**config.mk**
```make
export PLATFORM = sky130hd
export DESIGN_NAME = mult_seq
export DESIGN_NICKNAME = d
export VERILOG_FILES = /design/src/rtl/mult_seq.sv
export SDC_FILE = /design/constraint.sdc
export NUM_CORES = 1
export LEC_CHECK = 0
export CAP_MARGIN = 20
export CORE_MARGIN = 2
export CORE_UTILIZATION = 60
export CTS_CLUSTER_SIZE = 8
export DETAILED_ROUTE_END_ITERATION = 7
export HOLD_SLACK_MARGIN = 0.1
export PLACE_DENSITY = 0.87
export SLEW_MARGIN = 40
export SYNTH_ARGS = -nofsm -noshare
export SYNTH_HDL_FRONTEND = slang
export SYNTH_SLANG_ARGS = --single-unit
```
**constraint.sdc**
```tcl
create_clock -name clk -period 4.85 [get_ports clk]
set_input_delay 0.485 -clock clk [delete_from_list [all_inputs] [get_ports clk]]
set_output_delay 0.485 -clock clk [all_outputs]
set_load 0.02 [all_outputs]
```
**src/rtl/mult_seq.sv**
```systemverilog
// Sequential signed multiplier: radix-2 shift-add on operand magnitudes,
// followed by a sign-fix cycle that also flags truncation overflow.
module mult_seq #(
  parameter int unsigned DATA_WIDTH = 8
) (
  input  logic                  clk,
  input  logic                  rst,
  input  logic                  start,
  input  logic [DATA_WIDTH-1:0] dataa,
  input  logic [DATA_WIDTH-1:0] datab,
  input  logic                  invalid_in,
  output logic                  busy,
  output logic                  done,
  output logic [DATA_WIDTH-1:0] result,
  output logic                  invalid_out
);

  localparam int unsigned W  = DATA_WIDTH;
  localparam int unsigned PW = 2 * DATA_WIDTH;
  localparam int unsigned CW = $clog2(DATA_WIDTH + 1);

  typedef enum logic [1:0] {IDLE, CALC, FIX, DONE} state_t;

  state_t          state_q, state_d;
  logic            busy_d, done_d;
  logic            load_c, step_c, fix_c;
  logic [CW-1:0]   cnt_q;
  logic [PW-1:0]   acc_q;
  logic [PW-1:0]   mcand_q;
  logic [W-1:0]    mplier_q;
  logic            neg_q;
  logic            inv_q;
  logic [W-1:0]    mag_a_c, mag_b_c;
  logic [PW-1:0]   prod_c;
  logic [W:0]      prod_hi_c;
  logic            ovf_c;

  // Magnitudes are unsigned, so the most negative value maps to 2^(W-1) intact
  assign mag_a_c = dataa[W-1] ? (~dataa + W'(1)) : dataa;
  assign mag_b_c = datab[W-1] ? (~datab + W'(1)) : datab;

  assign prod_c    = neg_q ? (~acc_q + PW'(1)) : acc_q;
  assign prod_hi_c = prod_c[PW-1:W-1];
  assign ovf_c     = !((&prod_hi_c) || (~|prod_hi_c));

  // State register
  always_ff @(posedge clk or posedge rst) begin
    if (rst) state_q <= IDLE;
    else     state_q <= state_d;
  end

  // Next-state and control decode
  always_comb begin
    state_d = state_q;
    busy_d  = 1'b0;
    done_d  = 1'b0;
    load_c  = 1'b0;
    step_c  = 1'b0;
    fix_c   = 1'b0;
    case (state_q)
      IDLE, DONE: begin
        if (start) begin
          load_c  = 1'b1;
          busy_d  = 1'b1;
          state_d = CALC;
        end else begin
          state_d = IDLE;
        end
      end
      CALC: begin
        step_c = 1'b1;
        busy_d = 1'b1;
        if (cnt_q == CW'(1)) state_d = FIX;
      end
      FIX: begin
        fix_c   = 1'b1;
        done_d  = 1'b1;
        state_d = DONE;
      end
      default: state_d = IDLE;
    endcase
  end

  // Datapath and registered outputs
  always_ff @(posedge clk or posedge rst) begin
    if (rst) begin
      busy        <= 1'b0;
      done        <= 1'b0;
      result      <= '0;
      invalid_out <= 1'b0;
      cnt_q       <= '0;
      acc_q       <= '0;
      mcand_q     <= '0;
      mplier_q    <= '0;
      neg_q       <= 1'b0;
      inv_q       <= 1'b0;
    end else begin
      busy <= busy_d;
      done <= done_d;
      if (load_c) begin
        cnt_q    <= CW'(W);
        acc_q    <= '0;
        mcand_q  <= {W'(0), mag_a_c};
        mplier_q <= mag_b_c;
        neg_q    <= dataa[W-1] ^ datab[W-1];
        inv_q    <= invalid_in;
      end
      if (step_c) begin
        if (mplier_q[0]) acc_q <= acc_q + mcand_q;
        mcand_q  <= mcand_q << 1;
        mplier_q <= mplier_q >> 1;
        cnt_q    <= cnt_q - CW'(1);
      end
      if (fix_c) begin
        result      <= prod_c[W-1:0];
        invalid_out <= inv_q | ovf_c;
      end
    end
  end

endmodule

```
==> impl_metrics.csv <==
group,metric,value,unit
synth,ys_warn_count,0,
power_and_ir_drop,p_leak,2.02,nW
drt,vias_per_cell,6.06,
worst_setup_path,critPathKind,"register to register",
clocking,clkTransAtPathRegs,0.07,ns
synth,async_flop_share,100,%
worst_setup_path,critPathMaxStageDelay,0.54,ns
cells_and_area,n_antenna_cell,0,
floorplan,die_h,84.8,um
drt,drtPass1Iterations,5,
cells_and_area,drive_gt1_share,7.48,%
synth,synth_area_leaders,"dfrtp_1, ha_1, o21ai_0",
drt,routed_wl,8.30,mm
clocking,cts_buffer_depth,2,
floorplan,die_w,84.8,um
timing,skew,0.00703,ns
synth,syn_avg_cell_area,8.53,sq um
clocking,hold_buffers,0,
synth,synth_area,3910,sq um
clocking,cts.sink_count,59,
placement,port_buffers,30,
timing,timing_worst_slew_pin_value,0.721,ns
drt,wl_met2,4.02,mm
clocking,root_buffer,"clkbuf_8",
drt,ant_nets,0,
drt,wl_met3,362,um
outcome,status,"finished clean",
placement,globalplace.congestion,0.909,
synth,ys_seq_area_share,37.7,%
drt,wl_met1,3.70,mm
synth,ys_ff_latch,59,
worst_setup_path,worstSetupStartpointType,"register",
global_routing,grt_pass1_wl,14.3,mm
clocking,postCtsSetupBuffers,0,
synth,synth_edf_count,0,
worst_setup_path,end_kind,"register",
drt,top_layer,"met4",
synth,synth_top_area_share,37.7,%
synth,synth_nets,502,
global_routing,grtUsageTotal,24.8,%
placement,hpwl,6.06,mm
timing,rsz0062_at_grt,"no",
timing,slew_headroom,51.9,%
power_and_ir_drop,peakVddDrop,0.429,mV
worst_setup_path,cpMostUsedCell,"a21oi_1",
clocking,cts_tree,"yes",
flow_run,max_cap_violations,0,
clocking,cts_resized,0,
synth,netlist_instances,459,
cells_and_area,area_growth,15.1,%
timing,period_minus_slack,2.67,ns
hold_path,hp-class,"register to register",
synth,synth_flop_cell,"dfrtp_1",
placement,dp.cells,542,
clocking,cts_made_buffers,9,
drt,drt_iter0_markers,300,
timing,fmax,375,MHz
global_routing,grt-ovfl-total,0,
global_routing,antenna_found_initial,0,
worst_setup_path,worstPathArrival,2.89,ns
worst_setup_path,worstPathMaxFanout,7,
clocking,clk_latency,0.34,ns
floorplan,io_pins,31,
cells_and_area,most-common-layout-cells,"nand2_1, dfrtp_1, o21ai_0, a21oi_1, nor2_1",
global_routing,grt_pass1_vias,3248,
synth,ys_types,56,
floorplan,core-area,6310,sq um
global_routing,grt_max_degree,60,
cells_and_area,final_common_cell,"nand2_1",
timing,finalCritPeriodShare,55.0,%
cells_and_area,layout.cells.non_filler,558,
drt,wire_per_inst,14.9,um
placement,dp_slack,2.19,ns
drt,vias,3382,
worst_setup_path,cp_slowest_cell,"or3b_2",
timing,timing.setup.tns,0,ns
timing,setup_slack,2.18,ns
floorplan,die_area,7190,sq um
floorplan,rows,29,
worst_setup_path,cp.required,5.07,ns
power_and_ir_drop,powerDensity,692,nW/um^2
worst_setup_path,path_cells,"inv_1, ha_1, or3b_2, or4_1, a211oi_1, a21oi_1, o41ai_2, a21oi_1",
synth,yosys.area.top_type,"dfrtp_1",
drt,drc,0,
floorplan,initial_core_util,62.0,%
timing,setup_viol,0,
power_and_ir_drop,p_total,0.00312,W
cells_and_area,nets,519,
timing,hold_viol,0,
timing,drv_slew,0,
clocking,cts.htree.levels,3,
area by class of cell:
class | instances | area [sq um]
well taps | 77 | 96.3
clock buffers | 12 | 155
repair buffers | 34 | 330
flip-flops and latches | 59 | 1480
clock inverters | 4 | 120
fillers | 511 | 1810
inverters | 18 | 67.6
multi-input cells | 354 | 2260
cell usage after synthesis, types with 7 or more instances:
cell type	number
o31ai_1	9
clkbuf_1	23
nor2_1	37
a211oi_1	7
xor2_1	23
o21ai_0	50
ha_1	22
nand2_1	64
xnor2_1	9
inv_1	17
mux2i_1	9
nor3_1	8
a21oi_1	39
dfrtp_1	59
final timing paths:
| check | startpoint | to | slack [ns] | cells past startpoint |
|---|---|---|---|---|
| setup / recovery | acc_q[1]$_DFF_PP0_ | invalid_out$_DFFE_PP0P_ | 2.18 | 8 |
| hold / removal | mplier_q[7]$_DFFE_PP0P_ | mplier_q[6]$_DFFE_PP0P_ | 0.48 | 2 |
| setup reg to reg | acc_q[1]$_DFF_PP0_ | invalid_out$_DFFE_PP0P_ | 2.18 | 8 |
| hold reg to reg | mplier_q[7]$_DFFE_PP0P_ | mplier_q[6]$_DFFE_PP0P_ | 0.48 | 2 |
| max in group asynchronous | rst | mcand_q[11]$_DFFE_PP0P_ | 3.71 | 3 |
| min in group asynchronous | rst | acc_q[4]$_DFF_PP0_ | 0.66 | 3 |
worst max-delay path: cells and delay by family (launching register included):
family          cells  cell delay, ns
compound gates      4            0.79
fa+ha+maj           1            0.16
buf+inv             1            0.10
flops               1            0.47
simple gates        2            1.04
layer usage:
metal | GRT usage, % | vias to the layer above
li1 | - | 1668
met1 | 31.1 | 1604
met2 | 41.2 | 92
met3 | 4.62 | 18
met4 | 12.4 | 0
met5 | 0 | -
sequential cells by signal, summed over array words and instances (netlist names):
| register | count |
|---|---|
| acc_q | 16 |
| mcand_q | 16 |
| mplier_q | 8 |
| result | 8 |
| cnt_q | 4 |
| state_q | 2 |
| busy | 1 |
| done | 1 |
| inv_q | 1 |
| invalid_out | 1 |
| neg_q | 1 |
cells by family (layout without fill, tap and decap cells):
logic type	after synthesis	in the layout	share of synthesized area (%)
muxes	12	12	3.16
buffers and inverters	46	68	4.67
and+or+nand+nor	147	147	17.4
AOI/OAI and AO/OA	140	140	22.4
xor gates and xnor gates	32	32	7.16
adders and majority gates	23	23	7.54
DFF	59	59	37.7
report_power, final:
group	switching (W)	leakage, nW	internal, W
combinational	0.000911	1.12	0.000705
sequential	0.000207	0.764	0.000683
clock	0.000189	0.137	0.000422
per-stage QoR:
| step | instance area, sq um | util (%) | hold WS (ns) |
|---|---|---|---|
| floorplan | 3910 | - | 0.452 |
| global placement | 4230 | 66.9 | 0.462 |
| detailed placement | 4230 | 66.9 | 0.477 |
| CTS | 4500 | 71.3 | 0.489 |
| global route | 4500 | 71.3 | 0.509 |
| finish | 4500 | 71.3 | 0.482 |
Power figures use the tool's default switching activity.
==> patch: new RTL, config.mk and constraints unchanged <==
`DATA_WIDTH`: 8 -> 4.
--- a/src/rtl/mult_seq.sv
+++ b/src/rtl/mult_seq.sv
@@ -1,7 +1,7 @@
 // Sequential signed multiplier: radix-2 shift-add on operand magnitudes,
 // followed by a sign-fix cycle that also flags truncation overflow.
 module mult_seq #(
-  parameter int unsigned DATA_WIDTH = 8
+  parameter int unsigned DATA_WIDTH = 4
 ) (
   input  logic                  clk,
   input  logic                  rst,
Ports: changed (resized dataa, datab and result); port bits go from 31 to 19. The function was not compared with the original's and may differ.
==> patch against the unedited design <==
Cell area fell by 50%. Routed wire length fell by 58%. Total power fell by 56%. Die area fell by 48%. Sequential cell count fell by 25. Worst setup slack improved by 0.46 ns. Area after synthesis fell by 50%. Count of clock-buffer cells in the layout fell by 5. Via count fell by 56%. Critical path depth rose by 1. Largest cell class unchanged.
==> patch: results (changes against the unedited design) <==
| Metric | Value |
|---|---|
| Status | completed |
| Cts bufs inserted | 5 (-4) |
| Layout Cells excl Fill | 281 (-50%) |
| H-tree depth | 2 (-1) |
| Worst slack at placement | 2.72 ns (+0.524 ns) |
| Largest net degree at the start of global routing | 35 (-42%) |
| Hold slack | 0.491 ns (+0.00881 ns) |
| Routed vias | 1,497 (-56%) |
| Fraction of layout cells with a size suffix above 1 | 0.0633 (-0.0116) |
| Worst path arrival time | 2.43 ns (-0.46 ns) |
| Clk slew on worst S/H paths | 0.10 ns (+0.03 ns) |
| Max_slew headroom | 0.589 (+0.0698) |
| DP HPWL | 2.63 mm (-57%) |
| First-pass GRT wire length | 5.82 mm (-59%) |
| PnR worst setup slack | 2.64 ns (+0.458 ns) |
| Commonest cells post-synth | dfrtp_1, nand2_1, inv_1, nor2_1, o21ai_0 |
| Seq/Total Area, Yosys | 0.433 (+0.0559) |
| Static leakage | 1.04 nW (-48%) |
| Placed cells | 273 (-50%) |
| Placed Area | 2180 um^2 (-48%) |
| GR Util All Layers | 0.215 (-0.0333) |
| Clock Root Buffer | clkbuf_4 |
| Internal Power | 0.000790 W (-56%) |
| Largest cells by area after synthesis | dfrtp_1, ha_1, nand2_1 |
| Regs by FF count | acc_q (8), mcand_q (8) |
| IO Port Bufs | 18 (-40%) |
| Vias in the first global route | 1,366 (-58%) |
-- patch: power by group through the flow --
stage / Combinational [W] / Clock [W] / Sequential (W)
3_3_place_gp: 0.000694 / 0 / 0.000508
4_1_cts: 0.000718 / 0.000165 / 0.000507
3_5_place_dp: 0.000716 / 0 / 0.000513
6_report: 0.000713 / 0.000161 / 0.000508
2_1_floorplan: 0.000541 / 0 / 0.000508
5_1_grt: 0.000809 / 0.000180 / 0.000525
-- patch: path summary, 6_finish.rpt --
kind	endpoint	depth (start not counted)
hold / removal	cnt_q[2]	1
max in group asynchronous	acc_q[3]	3
hold reg to reg	cnt_q[2]	1
min in group asynchronous	state_q[1]	3
setup reg to reg	acc_q[6]	9
setup / recovery	acc_q[6]	9
-- patch: layout make-up --
class	count	area, um^2
fill	248	835
timing repair buffer	20	195
inverter	19	71.3
sequential	34	851
clock buffer	7	55.1
tap	44	55.1
multi-input combinational	156	1010
clock inverter	1	5.00
-- patch: cells by family (layout without fill, tap and decap cells) --
kind of cell,Yosys count,in the layout,share of synthesized area
muxes,8,8,0.0420
buffers and inverters,27,47,0.0522
AOI/OAI and AO/OA,54,54,0.162
DFF,34,34,0.433
and+or+nand+nor,67,67,0.157
xor gates and xnor gates,12,12,0.0535
adders and majority gates,15,15,0.0994
-- patch: critical path: stages, from the launching register on --
cell and delay (ns):
dfrtp_1 0.48, ha_1 0.21, inv_1 0.05, fa_1 0.39, nor2b_1 0.13, o21ai_1 0.08
a21boi_0 0.27, o21a_1 0.16, o21ai_0 0.08, a32o_1 0.25
-- patch: routing by layer --
layer,global-route usage,vias up,routed length [um],part of all wire
li1,-,774,-,-
met5,0,-,0,0
met4,0.0745,0,34,0.0097
met2,0.351,30,1620,0.46
met3,0.0756,4,119,0.034
met1,0.266,689,1740,0.49
